File: src/rtl/bg_pe_scheduler.sv
// Two-phase frame sequencer for the background-removal PE array: sum collection, mean, then removal.
// Optional watchdog on the PE wait states is compiled in with `define TIMEOUT_EN.
module bg_pe_scheduler #(
    parameter int NUM_PE         = 4,
    parameter int SUM_W          = 8,
    parameter int LOG2_TOTAL     = 2,
    parameter int TIMEOUT_CYCLES = 1024
) (
    input  logic                    Clk,
    input  logic                    Reset,
    input  logic                    Start,
    output logic                    Busy,
    output logic                    Done,
    output logic                    Error,
    output logic                    Start_Sum,
    output logic                    Start_BgRemoval,
    output logic                    Ack,
    input  logic [NUM_PE-1:0]       sum_done,
    input  logic [NUM_PE-1:0]       bg_done,
    input  logic [SUM_W*NUM_PE-1:0] red_sum_in,
    input  logic [SUM_W*NUM_PE-1:0] green_sum_in,
    input  logic [SUM_W*NUM_PE-1:0] blue_sum_in,
    output logic [7:0]              red_exp,
    output logic [7:0]              green_exp,
    output logic [7:0]              blue_exp
);

    localparam int TOT_W = SUM_W + $clog2(NUM_PE) + 1;

    typedef enum logic [8:0] {
        S_IDLE      = 9'b000000001,
        S_SUM_START = 9'b000000010,
        S_SUM_WAIT  = 9'b000000100,
        S_SUM_ACK   = 9'b000001000,
        S_AVG       = 9'b000010000,
        S_BG_START  = 9'b000100000,
        S_BG_WAIT   = 9'b001000000,
        S_BG_ACK    = 9'b010000000,
        S_FIN       = 9'b100000000
    } state_t;

    state_t                    state_q, state_d;
    logic [NUM_PE-1:0]         done_seen_q, done_seen_d;
    logic [SUM_W*NUM_PE-1:0]   red_q, red_d, green_q, green_d, blue_q, blue_d;
    logic [7:0]                rexp_q, rexp_d, gexp_q, gexp_d, bexp_q, bexp_d;
    logic [NUM_PE-1:0]         seen_all;
    logic                      all_done;
    logic                      in_wait;
    logic                      wd_expire;
    logic                      abort;

    // Sum of all PE channel sums divided by the pixel count, clamped to one byte.
    function automatic logic [7:0] mean_sat(input logic [SUM_W*NUM_PE-1:0] bus);
        logic [TOT_W-1:0]   total;
        logic [TOT_W+7:0]   shifted;
        total = '0;
        for (int k = 0; k < NUM_PE; k++) begin
            total = total + TOT_W'(bus[k*SUM_W +: SUM_W]);
        end
        shifted = {8'b0, total} >> LOG2_TOTAL;
        return (|shifted[TOT_W+7:8]) ? 8'hFF : shifted[7:0];
    endfunction

    assign in_wait  = (state_q == S_SUM_WAIT) || (state_q == S_BG_WAIT);
    assign seen_all = done_seen_q | ((state_q == S_SUM_WAIT) ? sum_done : bg_done);
    assign all_done = &seen_all;

    // NOTE: the whole register set, sum latches included, is reset so that an
    // abort mid-job leaves no stale data visible on the exp buses.
    always_ff @(posedge Clk or posedge Reset) begin
        if (Reset) begin
            state_q     <= S_IDLE;
            done_seen_q <= '0;
            red_q       <= '0;
            green_q     <= '0;
            blue_q      <= '0;
            rexp_q      <= '0;
            gexp_q      <= '0;
            bexp_q      <= '0;
        end else begin
            // NOTE: non-blocking so every register samples pre-edge values.
            state_q     <= state_d;
            done_seen_q <= done_seen_d;
            red_q       <= red_d;
            green_q     <= green_d;
            blue_q      <= blue_d;
            rexp_q      <= rexp_d;
            gexp_q      <= gexp_d;
            bexp_q      <= bexp_d;
        end
    end

    always_comb begin
        // NOTE: every target gets a default first, so no path infers a latch.
        state_d     = state_q;
        done_seen_d = done_seen_q;
        red_d       = red_q;
        green_d     = green_q;
        blue_d      = blue_q;
        rexp_d      = rexp_q;
        gexp_d      = gexp_q;
        bexp_d      = bexp_q;
        case (state_q)
            S_IDLE:      if (Start) state_d = S_SUM_START;
            S_SUM_START: begin
                done_seen_d = '0;
                state_d     = S_SUM_WAIT;
            end
            S_SUM_WAIT: begin
                done_seen_d = seen_all;
                if (all_done) begin
                    state_d = S_SUM_ACK;
                    red_d   = red_sum_in;
                    green_d = green_sum_in;
                    blue_d  = blue_sum_in;
                end else if (wd_expire) begin
                    state_d = S_SUM_ACK;
                end
            end
            S_SUM_ACK:   state_d = abort ? S_IDLE : S_AVG;
            S_AVG: begin
                rexp_d  = mean_sat(red_q);
                gexp_d  = mean_sat(green_q);
                bexp_d  = mean_sat(blue_q);
                state_d = S_BG_START;
            end
            S_BG_START: begin
                done_seen_d = '0;
                state_d     = S_BG_WAIT;
            end
            S_BG_WAIT: begin
                done_seen_d = seen_all;
                if (all_done || wd_expire) state_d = S_BG_ACK;
            end
            S_BG_ACK:    state_d = abort ? S_IDLE : S_FIN;
            S_FIN:       state_d = S_IDLE;
            default:     state_d = S_IDLE;
        endcase
    end

`ifdef TIMEOUT_EN
    localparam int WD_W = $clog2(TIMEOUT_CYCLES + 1);

    logic [WD_W-1:0] wd_q, wd_d;
    logic            timeout_q, timeout_d;
    logic            error_q, error_d;
    logic            trip;

    // A wait that completes on the limit cycle still counts as a normal finish.
    assign wd_expire = (wd_q == WD_W'(TIMEOUT_CYCLES - 1));
    assign trip      = in_wait && !all_done && wd_expire;
    assign abort     = timeout_q;
    assign Error     = error_q;

    always_ff @(posedge Clk or posedge Reset) begin
        if (Reset) begin
            wd_q      <= '0;
            timeout_q <= 1'b0;
            error_q   <= 1'b0;
        end else begin
            wd_q      <= wd_d;
            timeout_q <= timeout_d;
            error_q   <= error_d;
        end
    end

    always_comb begin
        wd_d      = wd_q;
        timeout_d = timeout_q;
        error_d   = error_q | trip;
        if (state_q == S_SUM_START || state_q == S_BG_START) wd_d = '0;
        else if (in_wait && !wd_expire)                      wd_d = wd_q + WD_W'(1);
        if (trip)                                            timeout_d = 1'b1;
        else if (state_q == S_SUM_ACK || state_q == S_BG_ACK) timeout_d = 1'b0;
    end
`else
    assign wd_expire = 1'b0;
    assign abort     = 1'b0;
    assign Error     = 1'b0;
`endif

    assign Busy            = (state_q != S_IDLE);
    assign Done            = (state_q == S_FIN);
    assign Start_Sum       = (state_q == S_SUM_START);
    assign Start_BgRemoval = (state_q == S_BG_START);
    assign Ack             = (state_q == S_SUM_ACK) || (state_q == S_BG_ACK);
    assign red_exp         = rexp_q;
    assign green_exp       = gexp_q;
    assign blue_exp        = bexp_q;

endmodule

File: config.mk
export PLATFORM = sky130hd
export DESIGN_NAME = bg_pe_scheduler
export DESIGN_NICKNAME = d
export VERILOG_FILES = /design/src/rtl/bg_pe_scheduler.sv
export SDC_FILE = /design/constraint.sdc
export NUM_CORES = 1
export LEC_CHECK = 0
export CORE_MARGIN = 5
export CORE_UTILIZATION = 53
export DETAILED_ROUTE_END_ITERATION = 8
export PLACE_DENSITY = 0.8
export SYNTH_ARGS = -nofsm -noshare
export SYNTH_HDL_FRONTEND = slang
export SYNTH_SLANG_ARGS = --single-unit
File: constraint.sdc
create_clock -name Clk -period 5.5 [get_ports Clk]
set_clock_uncertainty 0.05 [all_clocks]
set_input_delay 1.1 -clock Clk [delete_from_list [all_inputs] [get_ports Clk]]
set_output_delay 1.1 -clock Clk [all_outputs]
set_load 0.1 [all_outputs]
==> metrics.cfg <==
[outcome]
status = completed

[synthesis]
synth_fp_nets = 939
syn_area_per_cell_um2 = 9.61
ys_async_sr_fraction = 1.00
synth_cell_types = 50
ys_ff_latch = 133
ys.flop_type = dfrtp_1
synth-edff-count = 0
yosys_warnings = 0
synthCells = 763
yosysSeqAreaShare = 0.454
synth_area_um2 = 7330

[clocking]
cts-resized-gates = 0
tritoncts = done
cts_buffers = 17
h-tree-depth = 4
hold_buffers = 0
clock-root-buffer = clkbuf_16
post-cts-setup-buffers = 0
clk_latency_ns = 0.42
clkSlewWorstSetupHoldPaths_ns = 0.06
cts_sinks = 133
clk_path_buf_depth = 2

[cells_and_area]
mostFrequentLayoutCell = nand2_1
drive_gt1_frac = 0.0475
areaGrowthSynthToFinish_pct = 27.4
layout.nets = 1069
antenna_cells = 0
final_cell_mix = nand2_1, clkdlybuf4s50_1, dfrtp_1

[timing]
final_hold_viol_count = 0
maxSlewHeadroom = 0.294
fin_setup_tns_ns = 0
worstMarginPinSlew_ns = 1.06
rsz0062_at_grt = no
period_share = 0.758
fmax_mhz = 240
slew_viol_final = 0
fin_crit_ns = 4.17
setup_viol = 0

[floorplan]
die-width_um = 128
core_um2 = 13700
io_pins = 137
num_rows = 43
dieArea_um2 = 16300
die_h_um = 128
start_util = 0.534

[hold_path]
hp-start = green_exp[0]
min-delay-path-class = reg -> reg

[placement]
portBuffers = 135
globalplace.congestion = 0.884
place_hpwl_mm = 11.5

[routing]
drc = 0
finalWirelength_mm = 15.9
drtIter0Drc = 406
antenna_left = 0
avgRoutedWirePerCell_um = 14.6
vias = 5553
first_pass_iters = 4
vias_per_cell = 5.11

[grt]
grt_max_degree = 103
antenna_found_initial = 0
track_usage = 0.207
grt_pass1_wl_mm = 26.7
grt_pass1_vias = 5564
overflow = 0

[worst_setup_path]
required_ns = 4.35
reg2reg_from = state_q[7]
cp.arrival_ns = 3.02
startpoint_type = register
crit_path_end_kind = output pin
cp-startpoint = state_q[7]
criticalPathCategory = reg -> out
critPathMaxFanout = 7

[job]
cap_viol_max_count = 0

## registers in the layout (all words and copies together) (netlist names)
register,cells
blue_q,32
green_q,32
red_q,32
state_q,9
blue_exp,8
green_exp,8
red_exp,8
done_seen_q,4
## critical path, stage by stage, from the launching register on
cell and delay [ns]:
dfrtp_1 0.47, or4_1 0.55, nor3_1 0.19, and3_1 0.23, clkdlybuf4s50_1 1.15
## layer usage
metal | global-route usage | part of all wire
met2 | 0.332 | 0.48
met4 | 0.0793 | 0.024
met5 | 0 | 0
met1 | 0.279 | 0.44
met3 | 0.0456 | 0.056
## synthesized netlist by cell type (4+ instances only)
| cell type | number | area [um^2] |
|---|---|---|
| nand2_1 | 170 | 638 |
| dfrtp_1 | 132 | 3300 |
| inv_1 | 123 | 462 |
| o21ai_1 | 73 | 365 |
| fa_1 | 48 | 961 |
| o21ai_0 | 28 | 140 |
| ha_1 | 21 | 263 |
| nor2_1 | 21 | 78.8 |
| buf_2 | 9 | 45.0 |
| buf_6 | 9 | 101 |
| a211oi_1 | 8 | 60.1 |
| clkbuf_1 | 8 | 30.0 |
| xor2_1 | 8 | 70.1 |
| mux2i_1 | 7 | 70.1 |
| nand3_1 | 6 | 30.0 |
| nor3b_1 | 6 | 45.0 |
| nor4b_1 | 6 | 52.6 |
| o22ai_1 | 6 | 37.5 |
| xnor2_1 | 6 | 52.6 |
| a21oi_1 | 5 | 25.0 |
| and3_1 | 5 | 31.3 |
| nand2b_1 | 5 | 31.3 |
| nor3_1 | 5 | 25.0 |
| a21o_1 | 4 | 30.0 |
## final cells by class
| cell class | instances | area (um^2) |
|---|---|---|
| Fill cell | 1088 | 4380 |
| Multi-Input combinational cell | 477 | 3330 |
| Sequential cell | 133 | 3330 |
| Timing Repair Buffer | 139 | 1390 |
| Clock buffer | 24 | 482 |
| Inverter | 125 | 477 |
| Tap cell | 180 | 225 |
| Clock inverter | 8 | 98.8 |
## per-stage QoR
| stage | area, um^2 | instances | setup slack (ns) | util | hold WS, ns |
|---|---|---|---|---|---|
| finish | 9340 | 1086 | 1.33 | 0.681 | 0.426 |
| CTS | 9340 | 1086 | 1.33 | 0.681 | 0.431 |
| detailed placement | 8760 | 1054 | 1.62 | 0.638 | 0.418 |
| global placement | 8760 | 1054 | 1.72 | 0.638 | 0.403 |
| floorplan | 7330 | 763 | 0.260 | - | 0.403 |
| global route | 9340 | 1086 | 1.17 | 0.681 | 0.457 |
## worst paths after layout
kind / to / slack, ns / cells past startpoint
setup / recovery: Start_Sum / 1.33 / 4
hold / removal: green_exp[0] / 0.43 / 2
setup reg to reg: blue_q[27] / 2.20 / 7
hold reg to reg: green_exp[0] / 0.43 / 2
max in group asynchronous: blue_q[2] / 3.24 / 3
min in group asynchronous: done_seen_q[1] / 1.20 / 2
## kinds of logic (layout without fill, tap and decap cells)
kind of cell             Yosys count  in the layout  share of synthesized area
AO/OA/AOI/OAI                    138            138                      0.105
XOR/XNOR                          14             14                     0.0167
adder cells (fa/ha/maj)           69             69                      0.167
buffers and inverters            153            296                     0.0913
flip-flops                       133            133                      0.454
multiplexers                       8              8                     0.0111
other                              1              1                   0.000511
AND/OR/NAND/NOR                  247            247                      0.154
Power is left out: the tool's default activity adds up to more than one toggle a clock period on the data nets, which glitch-free logic cannot reach.
